$ cat src/rtl/i2s_tx_buffered.sv
// i2s_tx_buffered: FIFO-buffered Philips I2S transmitter.
// Stereo sample pairs are queued in a small FIFO and shifted out MSB-first
// in 64-BCK frames (32-bit slots, DATA_BITS payload left-justified in each slot).
module i2s_tx_buffered #(
  parameter int DATA_BITS    = 24,
  parameter int FIFO_DEPTH   = 4,
  parameter int BCK_HALF_DIV = 4
) (
  input  logic                              AMCLK_i,
  input  logic                              nARST,
  input  logic signed [DATA_BITS-1:0]       APSDATA_LEFT_i,
  input  logic signed [DATA_BITS-1:0]       APSDATA_RIGHT_i,
  input  logic                              APDATA_VALID_i,
  input  logic                              CLR_FLAGS_i,
  output logic                              I2S_BCK,
  output logic                              I2S_WS,
  output logic                              I2S_DATA,
  output logic [$clog2(FIFO_DEPTH):0]       FIFO_LEVEL_o,
  output logic                              OVERFLOW_o,
  output logic                              UNDERRUN_o
);

  localparam int AW = $clog2(FIFO_DEPTH);
  localparam int CW = $clog2(BCK_HALF_DIV);
  localparam logic [CW-1:0] DIV_TC = CW'(BCK_HALF_DIV - 1);

  // Bit-clock generation and slot tracking
  logic [CW-1:0] div_q, div_d;
  logic          bck_q, bck_d;
  logic [5:0]    slot_q, slot_d;
  logic          ws_q, ws_d;
  logic          data_q, data_d;

  // Sample currently being transmitted
  logic signed [DATA_BITS-1:0] hold_l_q, hold_l_d;
  logic signed [DATA_BITS-1:0] hold_r_q, hold_r_d;

  // FIFO storage and control
  logic signed [DATA_BITS-1:0] mem_l_q [FIFO_DEPTH];
  logic signed [DATA_BITS-1:0] mem_r_q [FIFO_DEPTH];
  logic [AW:0]   wptr_q, wptr_d;
  logic [AW:0]   rptr_q, rptr_d;
  logic [AW:0]   level_q, level_d;
  logic          ovf_q, ovf_d;
  logic          und_q, und_d;

  logic          shift_edge;
  logic          load_edge;
  logic          fifo_empty;
  logic          fifo_full;
  logic          pop;
  logic          push;
  logic          ovf_set;
  logic          und_set;
  logic [5:0]    slot_next;

  // Returns the bit of smp that belongs at position pos (0 = MSB) of a slot;
  // positions past the sample width are padding and read as 0.
  function automatic logic slot_bit(input logic signed [DATA_BITS-1:0] smp,
                                    input logic [4:0] pos);
    logic b;
    b = 1'b0;
    for (int i = 0; i < DATA_BITS; i++) begin
      if (int'(pos) == DATA_BITS - 1 - i) b = smp[i];
    end
    return b;
  endfunction

  assign shift_edge = (div_q == DIV_TC) && bck_q;
  assign load_edge  = shift_edge && (slot_q == 6'd62);
  assign fifo_empty = (wptr_q == rptr_q);
  assign fifo_full  = (wptr_q[AW] != rptr_q[AW]) &&
                      (wptr_q[AW-1:0] == rptr_q[AW-1:0]);
  // Pop is resolved before push, so a full FIFO still accepts a push on a pop cycle.
  assign pop        = load_edge && !fifo_empty;
  assign push       = APDATA_VALID_i && (!fifo_full || pop);
  assign ovf_set    = APDATA_VALID_i && fifo_full && !pop;
  assign und_set    = load_edge && fifo_empty;
  assign slot_next  = slot_q + 6'd1;

  // Next-state for bit clock, slot counter, serial outputs and held pair
  always_comb begin
    div_d    = (div_q == DIV_TC) ? '0 : div_q + CW'(1);
    bck_d    = (div_q == DIV_TC) ? ~bck_q : bck_q;
    slot_d   = slot_q;
    ws_d     = ws_q;
    data_d   = data_q;
    hold_l_d = hold_l_q;
    hold_r_d = hold_r_q;
    if (shift_edge) begin
      slot_d = slot_next;
      ws_d   = (slot_next >= 6'd31) && (slot_next <= 6'd62);
      data_d = slot_next[5] ? slot_bit(hold_r_q, slot_next[4:0])
                            : slot_bit(hold_l_q, slot_next[4:0]);
    end
    // On underrun the previous pair is simply kept and re-sent.
    if (pop) begin
      hold_l_d = mem_l_q[rptr_q[AW-1:0]];
      hold_r_d = mem_r_q[rptr_q[AW-1:0]];
    end
  end

  // Next-state for FIFO pointers, level and sticky flags
  always_comb begin
    wptr_d  = wptr_q + {{AW{1'b0}}, push};
    rptr_d  = rptr_q + {{AW{1'b0}}, pop};
    level_d = wptr_d - rptr_d;
    ovf_d   = ovf_set ? 1'b1 : (CLR_FLAGS_i ? 1'b0 : ovf_q);
    und_d   = und_set ? 1'b1 : (CLR_FLAGS_i ? 1'b0 : und_q);
  end

  // Serializer state; reset aborts any frame in flight and restarts at slot 63
  always_ff @(posedge AMCLK_i) begin
    if (!nARST) begin
      div_q    <= '0;
      bck_q    <= 1'b0;
      slot_q   <= 6'd63;
      ws_q     <= 1'b0;
      data_q   <= 1'b0;
      hold_l_q <= '0;
      hold_r_q <= '0;
    end else begin
      div_q    <= div_d;
      bck_q    <= bck_d;
      slot_q   <= slot_d;
      ws_q     <= ws_d;
      data_q   <= data_d;
      hold_l_q <= hold_l_d;
      hold_r_q <= hold_r_d;
    end
  end

  // FIFO control and flags; reset flushes the queue immediately
  always_ff @(posedge AMCLK_i) begin
    if (!nARST) begin
      wptr_q  <= '0;
      rptr_q  <= '0;
      level_q <= '0;
      ovf_q   <= 1'b0;
      und_q   <= 1'b0;
    end else begin
      wptr_q  <= wptr_d;
      rptr_q  <= rptr_d;
      level_q <= level_d;
      ovf_q   <= ovf_d;
      und_q   <= und_d;
    end
  end

  // FIFO storage write; contents are only meaningful between the pointers
  always_ff @(posedge AMCLK_i) begin
    if (push) begin
      mem_l_q[wptr_q[AW-1:0]] <= APSDATA_LEFT_i;
      mem_r_q[wptr_q[AW-1:0]] <= APSDATA_RIGHT_i;
    end
  end

  assign I2S_BCK      = bck_q;
  assign I2S_WS       = ws_q;
  assign I2S_DATA     = data_q;
  assign FIFO_LEVEL_o = level_q;
  assign OVERFLOW_o   = ovf_q;
  assign UNDERRUN_o   = und_q;

endmodule
$ cat config.mk
export PLATFORM = sky130hd
export DESIGN_NAME = i2s_tx_buffered
export DESIGN_NICKNAME = d
export VERILOG_FILES = /design/src/rtl/i2s_tx_buffered.sv
export SDC_FILE = /design/constraint.sdc
export NUM_CORES = 1
export LEC_CHECK = 0
export CAP_MARGIN = 0
export CORE_AREA = 2 2 190 192
export CTS_BUF_LIST = sky130_fd_sc_hd__clkbuf_8 sky130_fd_sc_hd__clkbuf_16
export DETAILED_ROUTE_END_ITERATION = 10
export DIE_AREA = 0 0 192 194
export DONT_BUFFER_PORTS = 1
export PLACE_DENSITY = 0.41
export SYNTH_ARGS = -nofsm -noshare
export SYNTH_HDL_FRONTEND = slang
export SYNTH_SLANG_ARGS = --single-unit
$ cat constraint.sdc
create_clock -name AMCLK_i -period 8.8 [get_ports AMCLK_i]
set_clock_uncertainty 0.1 [all_clocks]
set_input_delay 0.88 -clock AMCLK_i [delete_from_list [all_inputs] [get_ports AMCLK_i]]
set_output_delay 0.88 -clock AMCLK_i [all_outputs]
set_load 0.005 [all_outputs]
After elaboration in Yosys (flattened, before gate mapping)
Memory sizes are Yosys's and may differ from the RTL's. A register that Yosys moved wholly into a read port is not among the register bits.
Index checks and enable logic that the tools add are counted.
{"block": "totals", "mem_bits_rw": 192, "input_bits": 52, "n_memories": 2, "wordCells": 122, "reg_bits": 22, "output_inout_bits": 8}
{"block": "op_classes", "mux": 54, "eq_ne": 28, "bitwise": 2, "order_cmp": 2, "reduce_logical": 19, "n_addsub": 5}
{"name": "mem_l_q", "depth": 4, "word_bits": 24, "rd": 1, "rd_ports_with_merged_regs": 1, "wr": 1, "line": "39", "text": "logic signed [DATA_BITS-1:0] mem_l_q [FIFO_DEPTH];"}
{"name": "mem_r_q", "depth": 4, "word_bits": 24, "rd": 1, "rd_ports_with_merged_regs": 1, "wr": 1, "line": "40", "text": "logic signed [DATA_BITS-1:0] mem_r_q [FIFO_DEPTH];"}
{"op": "$eq 5x5->1 const B", "count": 16}
{"op": "$mux 1", "count": 54}
{"op": "$eq 5x4->1 const B", "count": 4}
{"op": "$eq 5x3->1 const B", "count": 2}
{"op": "$logic_and 1x1->1", "count": 9}
{"op": "$add 3x1->3", "count": 2}
{"op": "$add 6x1->6 const B", "count": 1}
{"op": "$eq 6x6->1 const B", "count": 1}
{"op": "$ge 6x5->1 const B", "count": 1}
{"op": "$le 6x6->1 const B", "count": 1}
{"op": "$eq 5x2->1 const B", "count": 1}
{"op": "$logic_not 1->1", "count": 5}
{"op": "$logic_not 5->1", "count": 1}
{"op": "$reduce_bool 2->1", "count": 2}
{"op": "$eq 3x3->1", "count": 1}
{"op": "$sub 3x3->3", "count": 1}
{"op": "$add 2x1->2 const B", "count": 1}
{"op": "$eq 2x2->1", "count": 1}
{"op": "$eq 2x2->1 const B", "count": 1}
{"op": "$not 1->1", "count": 2}
{"op": "$reduce_or 2->1", "count": 1}
{"op": "$logic_or 1x1->1", "count": 1}
{"op": "$ne 1x1->1", "count": 1}

Logic depth before layout (Yosys ltp)
Gate-level depths: netlist of the first run.
{"block": "depth", "word_depth": 27, "ltp_mapped": 15, "ltp_nobuf": 14}

Worst setup path before layout of the first run
OpenSTA, ideal clock, no wires.
{"block": "synth_path", "kind": "register to register", "startpoint": "reg div_q[0]", "endpoint": "mem mem_l_q[1][0] (enable)", "slack_ns": 3.321, "path_stages_with_launch": 9, "n_path_buf": 1, "synth_period_minus_slack_ns": 5.479, "t_arrival_ns": 4.856, "setup_time_ns": 0.523, "required_ns": 8.177, "path_cell_list": "dfxtp_1 ha_1 and2_1 buf_2 and3_1 nand4_1 nand3_1 nand2_1 nor3b_1"}
{"block": "synth_between", "elab_chain_cells": 8}
{"item": "start: declaration", "line": "28", "text": "logic [CW-1:0] div_q, div_d;"}
{"item": "start signal: assignment", "line": "123", "text": "div_q <= div_d;"}
{"item": "$eq 2x2->1", "line": "69", "text": "assign shift_edge = (div_q == DIV_TC) && bck_q;"}
{"item": "$logic_and 1x1->1", "line": "69"}
{"item": "$logic_and 1x1->1", "line": "70", "text": "assign load_edge = shift_edge && (slot_q == 6'd62);"}
{"item": "$logic_and 1x1->1", "line": "75", "text": "assign pop = load_edge && !fifo_empty;"}
{"item": "$logic_or 1x1->1", "line": "76", "text": "assign push = APDATA_VALID_i && (!fifo_full || pop);"}
{"item": "$logic_and 1x1->1", "line": "76"}
{"item": "$mux 1", "line": "152", "text": "if (push) begin"}
{"item": "$mux 1 (implied by the code)", "line": "153", "text": "mem_l_q[wptr_q[AW-1:0]] <= APSDATA_LEFT_i;"}
{"item": "end: declaration", "line": "39"}
No other way between the ends.

Worst setup path in the final report of the first run
{"block": "layout_path", "startpoint": "reg div_q[0]", "endpoint": "reg level_q[2] (netlist: FIFO_LEVEL_o[2])"}
{"block": "layout_between", "word_cells_on_any_way": 9, "classes_between": "3 x add/sub; 1 x eq/ne; 5 x reduce/logical"}
{"item": "$eq 2x2->1", "line": "69"}
{"item": "$logic_and 1x1->1", "line": "69"}
{"item": "$logic_and 1x1->1", "line": "70"}
{"item": "$logic_and 1x1->1", "line": "75"}
{"item": "$add 3x1->3", "line": "106", "text": "rptr_d = rptr_q + {{AW{1'b0}}, pop};"}
{"item": "via rptr_d[1]", "line": "42", "text": "logic [AW:0] rptr_q, rptr_d;"}
{"item": "$sub 3x3->3", "line": "107", "text": "level_d = wptr_d - rptr_d;"}
{"item": "end signal: assignment", "line": "144", "text": "level_q <= level_d;"}
{"item": "end: declaration", "line": "43", "text": "logic [AW:0] level_q, level_d;"}
The timed path passes the listed nets, and every way through them passes these cells.
A chain may end at the register's enable or synchronous reset.

==> impl_metrics.tcl, run 1 <==
set metrics [dict create \
    p_total_mw 2.66 \
    seq_area_frac_synth_pct 66.3 \
    mappedNetlistArea_mm2 0.0108 \
    synth.top_cells.by_count "edfxtp_1, nand2_1, dfxtp_1" \
    ys.warnings.count 0 \
    synth_top_area_cell "edfxtp_1" \
    cts.clk_slew.worst_paths_ps 60 \
    worst-path-buf-inv 2 \
    coreArea_mm2 0.0352 \
    p_clk_share_pct 44.7 \
    start_util_pct 30.7 \
    vias_per_cell 4.93 \
    die_h_um 194 \
    synth.avg_cell_area_um2 14.5 \
    cp_slowest_stage_delay_ps 410 \
    status "finished clean" \
    ys_seq_elements 262 \
    postCtsSetupRepairBufs 0 \
    sequentialPowerShare_pct 52.2 \
    vias 6045 \
    grt_pass1_wl_um 37900 \
    synth_top_family_by_area "multiplexers" \
    setup-tns-final_ps 0 \
    drt_wl_total_um 24000 \
    cp.arrival_ps 3840 \
    wire_per_inst_um 19.6 \
    synth_mux_area_share_pct 10.3 \
    cts_resized 0 \
    tightest_slew_ps 986 \
    power_density_mw_per_mm2 218 \
    dp.cells 1173 \
    fmax_mhz 285 \
    p_switching_mw 0.538 \
    cts_tree "yes" \
    antenna_found_initial 0 \
    async_flop_share_pct 0 \
    finalHoldViolCount 0 \
    ys.flop_type "edfxtp_1" \
    cts_buffers 29 \
    area_delta_synth_final_pct 13.0 \
    die-area_mm2 0.0372 \
    synth_most_common_cell "edfxtp_1" \
    switching_share_pct 20.2 \
    grt_pass1_vias 6445 \
    maxSlewHeadroom_pct 34.2 \
    clkSinkCount 262 \
    synth-edff-count 192 \
    dp_hpwl_um 14600 \
    cellLeakagePower_nw 3.95 \
    finalMaxSlewViolations 0 \
    synth_nets 812 \
    critical_path_class "register to register" \
    clockBufferDepth 3 \
    rows 69 \
    synthSimpleGateAreaFrac_pct 9.30 \
    pwr-share-comb_pct 3.1 \
    cts_hold_buf 0 \
    first_pass_iters 7 \
    synth_top_area_share_pct 53.3 \
    worstPathCellList "ha_1 -> and2_1 -> and3_1 -> nand4_1 -> nand2b_1 -> buf_4 -> inv_1 -> ha_1 -> ha_1 -> fa_1 -> xor2_1 -> nand2_1 -> and3b_1" \
    first_iter_violations 283 \
    ios 60 \
    post-route-util_pct 34.7 \
    drive_above_1_share_pct 15.8 \
    pre_cts_ws_ps 5270 \
    synth_fa_ha_area_share_pct 1.57 \
    stdcell_count 1227 \
    setup_slack_ps 5290 \
    synth_xor_area_share_pct 1.20 \
    startpoint_type "register" \
    root_buffer "clkbuf_16" \
    maxCapViolCount 0 \
    cp_slowest_cell "fa_1" \
    grtUsageTotal_pct 13.2 \
    min_path_type "input port to register" \
    setup_viol 0 \
    rsz0062_at_grt "false" \
    synthCells 747 \
    drtAntennaViolNets 0 \
    required_ps 9140 \
    synthDistinctLibCells 66 \
    insertion_delay_ps 540 \
    grt_overflow 0 \
    endpoint_kind "register" \
    synth_compound_area_share_pct 8.90 \
    timing.final.crit_period_ps 3510 \
    ir_drop_mv 0.133 \
    h-tree-depth 1 \
    grt_max_degree 71 \
    gp_congestion 0.827 \
    drc 0 \
    diodes 0 \
    crit_family "adder cells" \
    ys_top_cells_by_area "edfxtp_1, dfxtp_1, mux4_2" \
    p_int_mw 2.12 \
    die_width_um 192 \
    numPortBuffers 0 \
    final_nets 808 \
    fin_crit_sh_pct 39.8 \
    worstPathMaxFanout 49 \
    worst_path_most_repeated_cell "ha_1" \
]
-- power by group through the flow --
stage | Clock (mW) | Sequential [mW] | Combinational [mW]
floorplan | 0 | 1.41 | 0.0611
global placement | 0 | 1.41 | 0.0854
detailed placement | 0 | 1.41 | 0.0863
CTS | 1.23 | 1.39 | 0.0865
global route | 1.27 | 1.39 | 0.0914
finish | 1.19 | 1.39 | 0.0826
-- cell type report --
class	instances	area, µm²
Fill cell	3444	23000
Clock inverter	25	218
Inverter	14	52.6
Multi-Input combinational cell	425	3400
Tap cell	461	577
Clock buffer	29	726
Timing Repair Buffer	11	82.6
Sequential cell	262	7170
-- cells in the final DEF (no fill, tap or decap), types with 3 or more instances in the layout --
cell type / count
dfxtp_1: 68
inv_1: 19
o32a_1: 5
a221oi_1: 4
ha_1: 12
buf_4: 11
nand2b_1: 6
mux4_2: 48
a21oi_1: 16
nor3b_1: 3
bufinv_16: 4
a211oi_1: 4
nand4_1: 6
xnor2_1: 4
clkbuf_16: 29
and2_1: 13
edfxtp_1: 192
clkinv_1: 6
nand3b_1: 3
nand3_1: 9
a21boi_0: 48
or3b_2: 3
or3_1: 3
o22ai_1: 6
xor2_1: 9
o21ai_0: 21
nand2_1: 123
nor2_1: 18
nor2b_1: 7
a31oi_1: 4
and3_1: 4
clkinv_2: 8
-- worst paths after layout --
kind / from / endpoint / slack, ps / cells past startpoint
setup reg to reg: div_q[0]$_SDFF_PP0_ / FIFO_LEVEL_o[2]$_SDFF_PN0_ / 5290 / 13
hold reg to reg: div_q[0]$_SDFF_PP0_ / div_q[0]$_SDFF_PP0_ / 330 / 1
hold / removal: APSDATA_LEFT_i[3] / mem_l_q[3][3]$_DFFE_PP_ / 330 / 0
setup / recovery: div_q[0]$_SDFF_PP0_ / FIFO_LEVEL_o[2]$_SDFF_PN0_ / 5290 / 13
-- layer usage --
metal	wire [µm]	global-route usage, %	vias up
li1	-	-	2815
met1	10200	16.5	3091
met2	12200	23.1	107
met3	1130	2.90	32
met4	450	3.25	0
met5	0	0	-
-- worst reg2reg max path, cell delays in order, from the launching register on --
cell and delay (ps):
dfxtp_1 310, ha_1 250, and2_1 280, and3_1 250
nand4_1 150, nand2b_1 130, buf_4 400, inv_1 140
ha_1 210, ha_1 310, fa_1 410, xor2_1 200
nand2_1 70, and3b_1 180
-- through the flow --
| stage | cell area, µm² | hold slack [ps] |
|---|---|---|
| final | 12200 | 326 |
| after global routing | 12200 | 294 |
| after CTS | 12200 | 275 |
| after detailed placement | 11300 | 319 |
| after global placement | 11300 | 311 |
| after floorplan | 10800 | 303 |
-- flip-flops by register name, indices dropped and copies added, names as in the netlist --
| name | count |
|---|---|
| FIFO_LEVEL_o | 3 |
| I2S_BCK | 1 |
| I2S_DATA | 1 |
| I2S_WS | 1 |
| OVERFLOW_o | 1 |
| UNDERRUN_o | 1 |
| div_q | 2 |
| hold_l_q | 24 |
| hold_r_q | 24 |
| mem_l_q | 96 |
| mem_r_q | 96 |
| rptr_q | 3 |
| slot_q | 6 |
| wptr_q | 3 |
-- cell families after synthesis --
logic type                 after synthesis
muxes                                   51
buffers and inverters                   60
DFF                                    262
xor gates and xnor gates                14
and+or+nand+nor                        214
AOI/OAI and AO/OA                      133
adders and majority gates               13
Note: power is estimated with default switching activity, not from simulation.
==> run 2, diff against run 1 <==
==> constraint.sdc (replaced) <==
create_clock -name AMCLK_i -period 3.35 [get_ports AMCLK_i]
set_clock_uncertainty 0.1 [all_clocks]
set_input_delay 0.335 -clock AMCLK_i [delete_from_list [all_inputs] [get_ports AMCLK_i]]
set_output_delay 0.335 -clock AMCLK_i [all_outputs]
set_load 0.005 [all_outputs]
==> run 2 against run 1 <==
Against the previous run: power increased to 2.7 times the previous value; core utilization is 2.1 points higher; die area stayed put; first-iteration DRC count increased by 51%; register-to-register slack worse by 5000 ps; via count rose by 3.8%; final cell count rose by 5.1%; non-clock buffer count grew 63; hold slack worse by 210 ps; wire length rose by 4.1%; critical path type unchanged; largest power group unchanged.
==> impl_metrics.tcl, run 2 (synthesis gave the netlist of run 1 again) <==
set metrics [dict create \
    rows 69 \
    cts_tree "yes" \
    die-area_mm2 0.0372 \
    cellLeakagePower_nw 4.28 \
    vias_per_cell 4.86 \
    ir_drop_mv 0.352 \
    startpoint_type "register" \
    cp_slowest_cell "fa_1" \
    grtUsageTotal_pct 13.7 \
    die_h_um 194 \
    start_util_pct 30.7 \
    gp_congestion 0.847 \
    cp_slowest_stage_delay_ps 430 \
    timing.final.crit_period_ps 3040 \
    setup_slack_ps 313 \
    p_total_mw 7.19 \
    critical_path_class "register to register" \
    grt_max_degree 71 \
    antenna_found_initial 0 \
    area_delta_synth_final_pct 20.0 \
    startpoint "div_q[0]$_SDFF_PP0_" \
    h-tree-depth 1 \
    cp.arrival_ps 3380 \
    finalHoldViolCount 0 \
    setup_viol 0 \
    die_width_um 192 \
    cts_buffers 29 \
    vias 6272 \
    fmax_mhz 329 \
    worst_path_most_repeated_cell "ha_1" \
    stdcell_count 1290 \
    worstPathMaxFanout 5 \
    reg2reg_depth 14 \
    power_density_mw_per_mm2 554 \
    finalMaxSlewViolations 0 \
    clkSinkCount 262 \
    grt_pass1_wl_um 39500 \
    tightest_slew_ps 853 \
    drc 0 \
    min_path_type "input port to register" \
    diodes 0 \
    maxCapViolCount 0 \
    required_ps 3690 \
    drt_wl_total_um 25000 \
    drive_above_1_share_pct 16.0 \
    wire_per_inst_um 19.4 \
    cts_resized 0 \
    final_cell_mix "edfxtp_1, nand2_1, dfxtp_1" \
    grt_overflow 0 \
    insertion_delay_ps 560 \
    drtAntennaViolNets 0 \
    final_common_cell "edfxtp_1" \
    dp.cells 1183 \
    maxSlewHeadroom_pct 43.1 \
    endpoint_kind "register" \
    final_nets 871 \
    first_pass_iters 4 \
    fin_crit_sh_pct 90.7 \
    worstPathCellList "ha_1 -> and2_1 -> and3_1 -> nand4_1 -> nand3_1 -> nand2_1 -> inv_1 -> ha_1 -> ha_1 -> inv_1 -> fa_1 -> xor2_1 -> nand2_1 -> and3b_1" \
    grt_pass1_vias 6579 \
    setup-tns-final_ps 0 \
    clockBufferDepth 3 \
    coreArea_mm2 0.0352 \
    root_buffer "clkbuf_16" \
    rsz0062_at_grt "false" \
    cts.clk_slew.worst_paths_ps 60 \
    ios 60 \
    cp-endpoint "FIFO_LEVEL_o[2]$_SDFF_PN0_" \
    dp_hpwl_um 15300 \
    status "finished clean" \
    rrSetupSlack_ps 310 \
    r2r-end "FIFO_LEVEL_o[2]$_SDFF_PN0_" \
    first_iter_violations 427 \
    pre_cts_ws_ps 315 \
    design_area_mm2 0.0130 \
    dpl_cell_area_mm2 0.0114 \
    rr_startpoint "div_q[0]$_SDFF_PP0_" \
    numPortBuffers 0 \
]
run 2: cell count changes in the layout (fill, tap and decap cells not counted), moves of 3 or more:
cell,before,now
dlygate4sd3_1,0,52
buf_12,0,6
clkbuf_8,0,6
buf_4,11,15
clkinv_1,6,2
clkinv_2,8,4
inv_1,19,22
run 2: how the worst min path moves through the flow:
stage	startpoint	to	cells past startpoint
after floorplan	div_q[0]$_SDFF_PP0_	div_q[0]$_SDFF_PP0_	1
after global placement	nARST	slot_q[5]$_SDFFE_PN1P_	1
after detailed placement	nARST	slot_q[5]$_SDFFE_PN1P_	1
after CTS	APDATA_VALID_i	wptr_q[0]$_SDFF_PN0_	4
after global routing	APDATA_VALID_i	wptr_q[0]$_SDFF_PN0_	4
final	APDATA_VALID_i	wptr_q[0]$_SDFF_PN0_	4
run 2: per-layer routing:
layer,vias to the layer above,wire length (µm),global-route usage [%]
li1,2945,-,-
met1,3173,11500,18.6
met3,44,903,2.14
met2,110,12000,22.5
met4,0,626,4.41
met5,-,0,0
run 2: repair_timing:
action	in CTS	in global routing
endpoints found under the hold margin	262	0
hold buffers	53	0
buffers inserted	0	0
run 2: critical path, delay by kind of cell (launching register included):
family / cells / cell delay [ps]
XOR/XNOR: 1 / 200
adder cells (fa/ha/maj): 4 / 1160
buffers and inverters: 2 / 130
flip-flops: 1 / 310
AND/OR/NAND/NOR: 7 / 1030
run 2: power breakdown:
part,internal [mW],switching [mW]
clock,1.97,1.26
combinational,0.144,0.178
sequential,3.61,0.0306
run 2: cell type report:
cell class	count	area, µm²
Fill cell	3389	22200
Clock inverter	18	156
Multi-Input combinational cell	425	3410
Timing Repair Buffer	74	781
Clock buffer	36	833
Tap cell	461	577
Inverter	14	52.6
Sequential cell	262	7170
run 2: metrics by stage:
step	hold slack, ps	utilization (%)
detailed placement	317	32.5
CTS	81.0	36.9
floorplan	303	-
global placement	311	32.5
finish	116	36.9
global route	145	36.9
==> RTL change 1, RTL diff (settings of run 2) <==
Remove the register `level_q`: a continuous assignment takes its place, so the output `FIFO_LEVEL_o` follows one clock earlier.
--- a/src/rtl/i2s_tx_buffered.sv
+++ b/src/rtl/i2s_tx_buffered.sv
@@ -136,5 +136,4 @@
       wptr_q  <= '0;
       rptr_q  <= '0;
-      level_q <= '0;
       ovf_q   <= 1'b0;
       und_q   <= 1'b0;
@@ -142,9 +141,10 @@
       wptr_q  <= wptr_d;
       rptr_q  <= rptr_d;
-      level_q <= level_d;
       ovf_q   <= ovf_d;
       und_q   <= und_d;
     end
   end
+
+  assign level_q = level_d;
 
   // FIFO storage write; contents are only meaningful between the pointers
Formal check against the unedited RTL: not equivalent (Yosys sat finds a counterexample within 4 cycles, from zero or initial values and one cycle with nARST low).
==> RTL change 1 against run 2 <==
Sequential cell count down 3. Worst setup slack worse by 0.23 ns. First-iteration DRC count down 13%. Register-to-register slack better by 0.097 ns. Wire length down 5.6%. Final area down 1.4%. Critical path depth down 4. Total power down 3.9%. Area after synthesis down 2.0%.
==> RTL change 1: results (changes against run 2) <==
stage;metric;value;unit;change
clock_tree;post_cts_buffers;5;;was 0
grt;grt_usage;12.9;%;was 13.7%
power;p_seq_share;52.2;%;was 50.6%
final_layout;drive_gt1_share;17.4;%;was 16.0%
yosys;ys_seq_area_share;67.1;%;was 66.3%
critical_path;reg2reg_depth;9;;was 14
routing;drt_pass1_iterations;5;;was 4
routing;drtIter0Drc;372;;was 427
yosys;synth_cell_types;57;;was 66
yosys;postSynthCellCount;729;;was 747
place;place_area;11200;um^2;was 11400 um^2
place;hpwl;13900;um;was 15300 um
grt;grt_max_degree;70;;was 71
place;pre_cts_slack;0.316;ns;was 0.315 ns
power;power.share.switching;20.9;%;was 20.4%
grt;grt_first_pass_wirelength;37200;um;was 39500 um
outcome;status;complete, no violations;;unchanged
power;max-vdd-ir-drop;0.000388;V;was 0.000352 V
power;p_leak;0.00418;uW;was 0.00428 uW
final_layout;layout.cells.non_filler;1277;;was 1290
critical_path;r2r-end;I2S_DATA$_SDFFE_PN0P_;;was FIFO_LEVEL_o[2]$_SDFF_PN0_
grt;met1_usage;17.0;%;was 18.6%
clock_tree;cts_buffers;30;;was 29
final_layout;nets;860;;was 871
clock_tree;cts_resized;14;;was 0
worst_hold_path;min_delay_worst_endpoint;div_q[0]$_SDFF_PP0_;;was wptr_q[0]$_SDFF_PN0_
yosys;synth.top_cells.by_count;edfxtp_1 (192), nand2_1 (128), dfxtp_1 (67);;was edfxtp_1 (192), nand2_1 (123), dfxtp_1 (70)
routing;met2_length;11500;um;was 12000 um
critical_path;crit_fanout;3;;was 5
worst_hold_path;min-delay-start;div_q[0]$_SDFF_PP0_;;was APDATA_VALID_i
-- RTL change 1: cell count changes in the layout (fill, tap and decap cells not counted), moves of 6 or more --
cell | before | now
ha_1 | 12 | 6
buf_4 | 15 | 22
nor2_1 | 18 | 11
dfxtp_1 | 68 | 60
a21boi_1 | 0 | 49
a21boi_0 | 48 | 0
-- RTL change 1: cell families (layout without fill, tap and decap cells) --
| logic type | after synthesis | in the layout | share of synthesized area (%) |
|---|---|---|---|
| flip-flops | 259 | 259 | 67.1 |
| AND/OR/NAND/NOR | 196 | 196 | 8.24 |
| AO/OA/AOI/OAI | 135 | 135 | 9.07 |
| buffers and inverters | 64 | 151 | 2.65 |
| multiplexers | 48 | 48 | 10.2 |
| XOR/XNOR | 14 | 14 | 1.16 |
| adder cells (fa/ha/maj) | 13 | 13 | 1.61 |
-- RTL change 1: layout make-up --
class	count	area, um^2
clock buffers	32	790
clock inverters	21	114
fillers	3394	22400
inverters	19	73.8
multi-input cells	406	3340
flip-flops and latches	259	7120
well taps	461	577
repair buffers	79	793
==> RTL change 2, RTL diff (settings of run 2) <==
Without the edit above. Set the parameter `BCK_HALF_DIV` to 2 (it was 4).
--- a/src/rtl/i2s_tx_buffered.sv
+++ b/src/rtl/i2s_tx_buffered.sv
@@ -5,5 +5,5 @@
   parameter int DATA_BITS    = 24,
   parameter int FIFO_DEPTH   = 4,
-  parameter int BCK_HALF_DIV = 4
+  parameter int BCK_HALF_DIV = 2
 ) (
   input  logic                              AMCLK_i,
Behaviour: not the same (a bounded check fails within 4 cycles, from zero or initial values and one cycle with nARST low).
==> RTL change 2 against run 2 <==
Core utilization down 0.47 points. Area after synthesis down 0.65%. Sequential cell count down 1. Total power down 2.1%. Sequential power about the same. Count of clock-buffer cells in the layout down 2. Synthesized cell count unchanged. Sequential share of layout area up 0.56 points. Wire length down 3.8%. Die area unchanged. Worst setup slack better by 0.14 ns. Final area down 1.3%. Critical path depth down 1.
==> RTL change 2: results (changes against run 2) <==
stage;metric;value;unit;change
yosys;yosys-mux-area-fraction;10.2;%;was 10.3%
routing;drtIter0Drc;356;;was 427
sta;tightest_slew;0.809;ns;was 0.853 ns
yosys;synth.top_cells.by_count;edfxtp_1 (192), nand2_1 (143), dfxtp_1 (69);;was edfxtp_1 (192), nand2_1 (123), dfxtp_1 (70)
routing;vias;6194;;was 6272
yosys;synth-compound-area-share;9.11;%;was 8.90%
outcome;status;complete, no violations;;unchanged
critical_path;arrival;3.23;ns;was 3.38 ns
yosys;synth_fp_nets;811;;was 812
grt;grt_pass1_vias;6445;;was 6579
yosys;synth-edff-count;192;;unchanged
yosys;synthAdderAreaFrac;1.47;%;was 1.57%
routing;wirelength;24100;um;was 25000 um
critical_path;reg2reg_depth;13;;was 14
grt;grt_first_pass_wirelength;37700;um;was 39500 um
critical_path;crit_family;adder cells;;unchanged
grt;grt_max_degree;70;;was 71
yosys;synth_cell_types;62;;was 66
power;max-vdd-ir-drop;0.000355;V;was 0.000352 V
yosys;netlist_top_cells_area;edfxtp_1 (54%), dfxtp_1 (13%), mux4_2 (10%);;was edfxtp_1 (53%), dfxtp_1 (13%), mux4_2 (10%)
yosys;ys_seq_area_share;66.5;%;was 66.3%
place;hpwl;14900;um;was 15300 um
critical_path;crit_fanout;9;;was 5
place;gp_congestion;0.823;;was 0.847
worst_hold_path;hold_depth;3;;was 4
power;p_leak;0.00417;uW;was 0.00428 uW
final_layout;fillers;3415;;was 3389
final_layout;nets;873;;was 871
place;pre_cts_slack;0.455;ns;was 0.315 ns
yosys;synth-xor-area-share;1.21;%;was 1.20%
grt;grt_usage;13.0;%;was 13.7%
final_layout;drive_gt1_share;15.1;%;was 16.0%
critical_path;critPathSlowestCell;fa_1;;unchanged
place;place_area;11400;um^2;about the same
RTL change 2: changes by cell type after synthesis, moves of 5 or more:
| cell | run 2 | this run |
|---|---|---|
| buf_2 | 22 | 13 |
| xnor2_1 | 4 | 9 |
| a21oi_1 | 16 | 10 |
| clkbuf_1 | 17 | 30 |
| nand2_1 | 123 | 143 |
| xor2_1 | 9 | 4 |
| nand4_1 | 6 | 1 |
| o32a_1 | 5 | 0 |
| nor2_1 | 19 | 13 |
RTL change 2: area by class of cell:
class / count / area [um^2] / share of cell area, %
flip-flops and latches: 261 / 7150 / 55.8
multi-input cells: 431 / 3400 / 26.5
clock buffers: 34 / 795 / 6.20
repair buffers: 75 / 763 / 5.95
well taps: 461 / 577 / 4.50
clock inverters: 20 / 90.1 / 0.703
inverters: 11 / 41.3 / 0.322
RTL change 2: worst paths after layout:
| path | to | start | slack, ns |
|---|---|---|---|
| max | FIFO_LEVEL_o[2]$_SDFF_PN0_ | slot_q[1]$_SDFFE_PN1P_ | 0.45 |
| min | wptr_q[0]$_SDFF_PN0_ | APDATA_VALID_i | 0.16 |
| max reg2reg | FIFO_LEVEL_o[2]$_SDFF_PN0_ | slot_q[1]$_SDFFE_PN1P_ | 0.45 |
| min reg2reg | hold_r_q[9]$_SDFFE_PN0P_ | hold_r_q[9]$_SDFFE_PN0P_ | 0.36 |
RTL change 2: through the flow:
step	total power [uW]	cells
finish	7040	1293
global route	7320	1293
CTS	7150	1293
detailed placement	4140	1186
global placement	4140	1186
floorplan	4000	747
RTL change 2: metal layers:
metal  wire length [um]  GRT usage (%)  part of all wire, %
met2              11600           21.5                   48
met1              10900           17.5                   45
met5                  0              0                    0
met4                548           3.68                  2.3
met3               1060           2.50                  4.4
RTL change 2: report_power, final:
group	switching [uW]	internal (uW)
clock network	1220	1670
registers	32.1	3600
logic	303	214
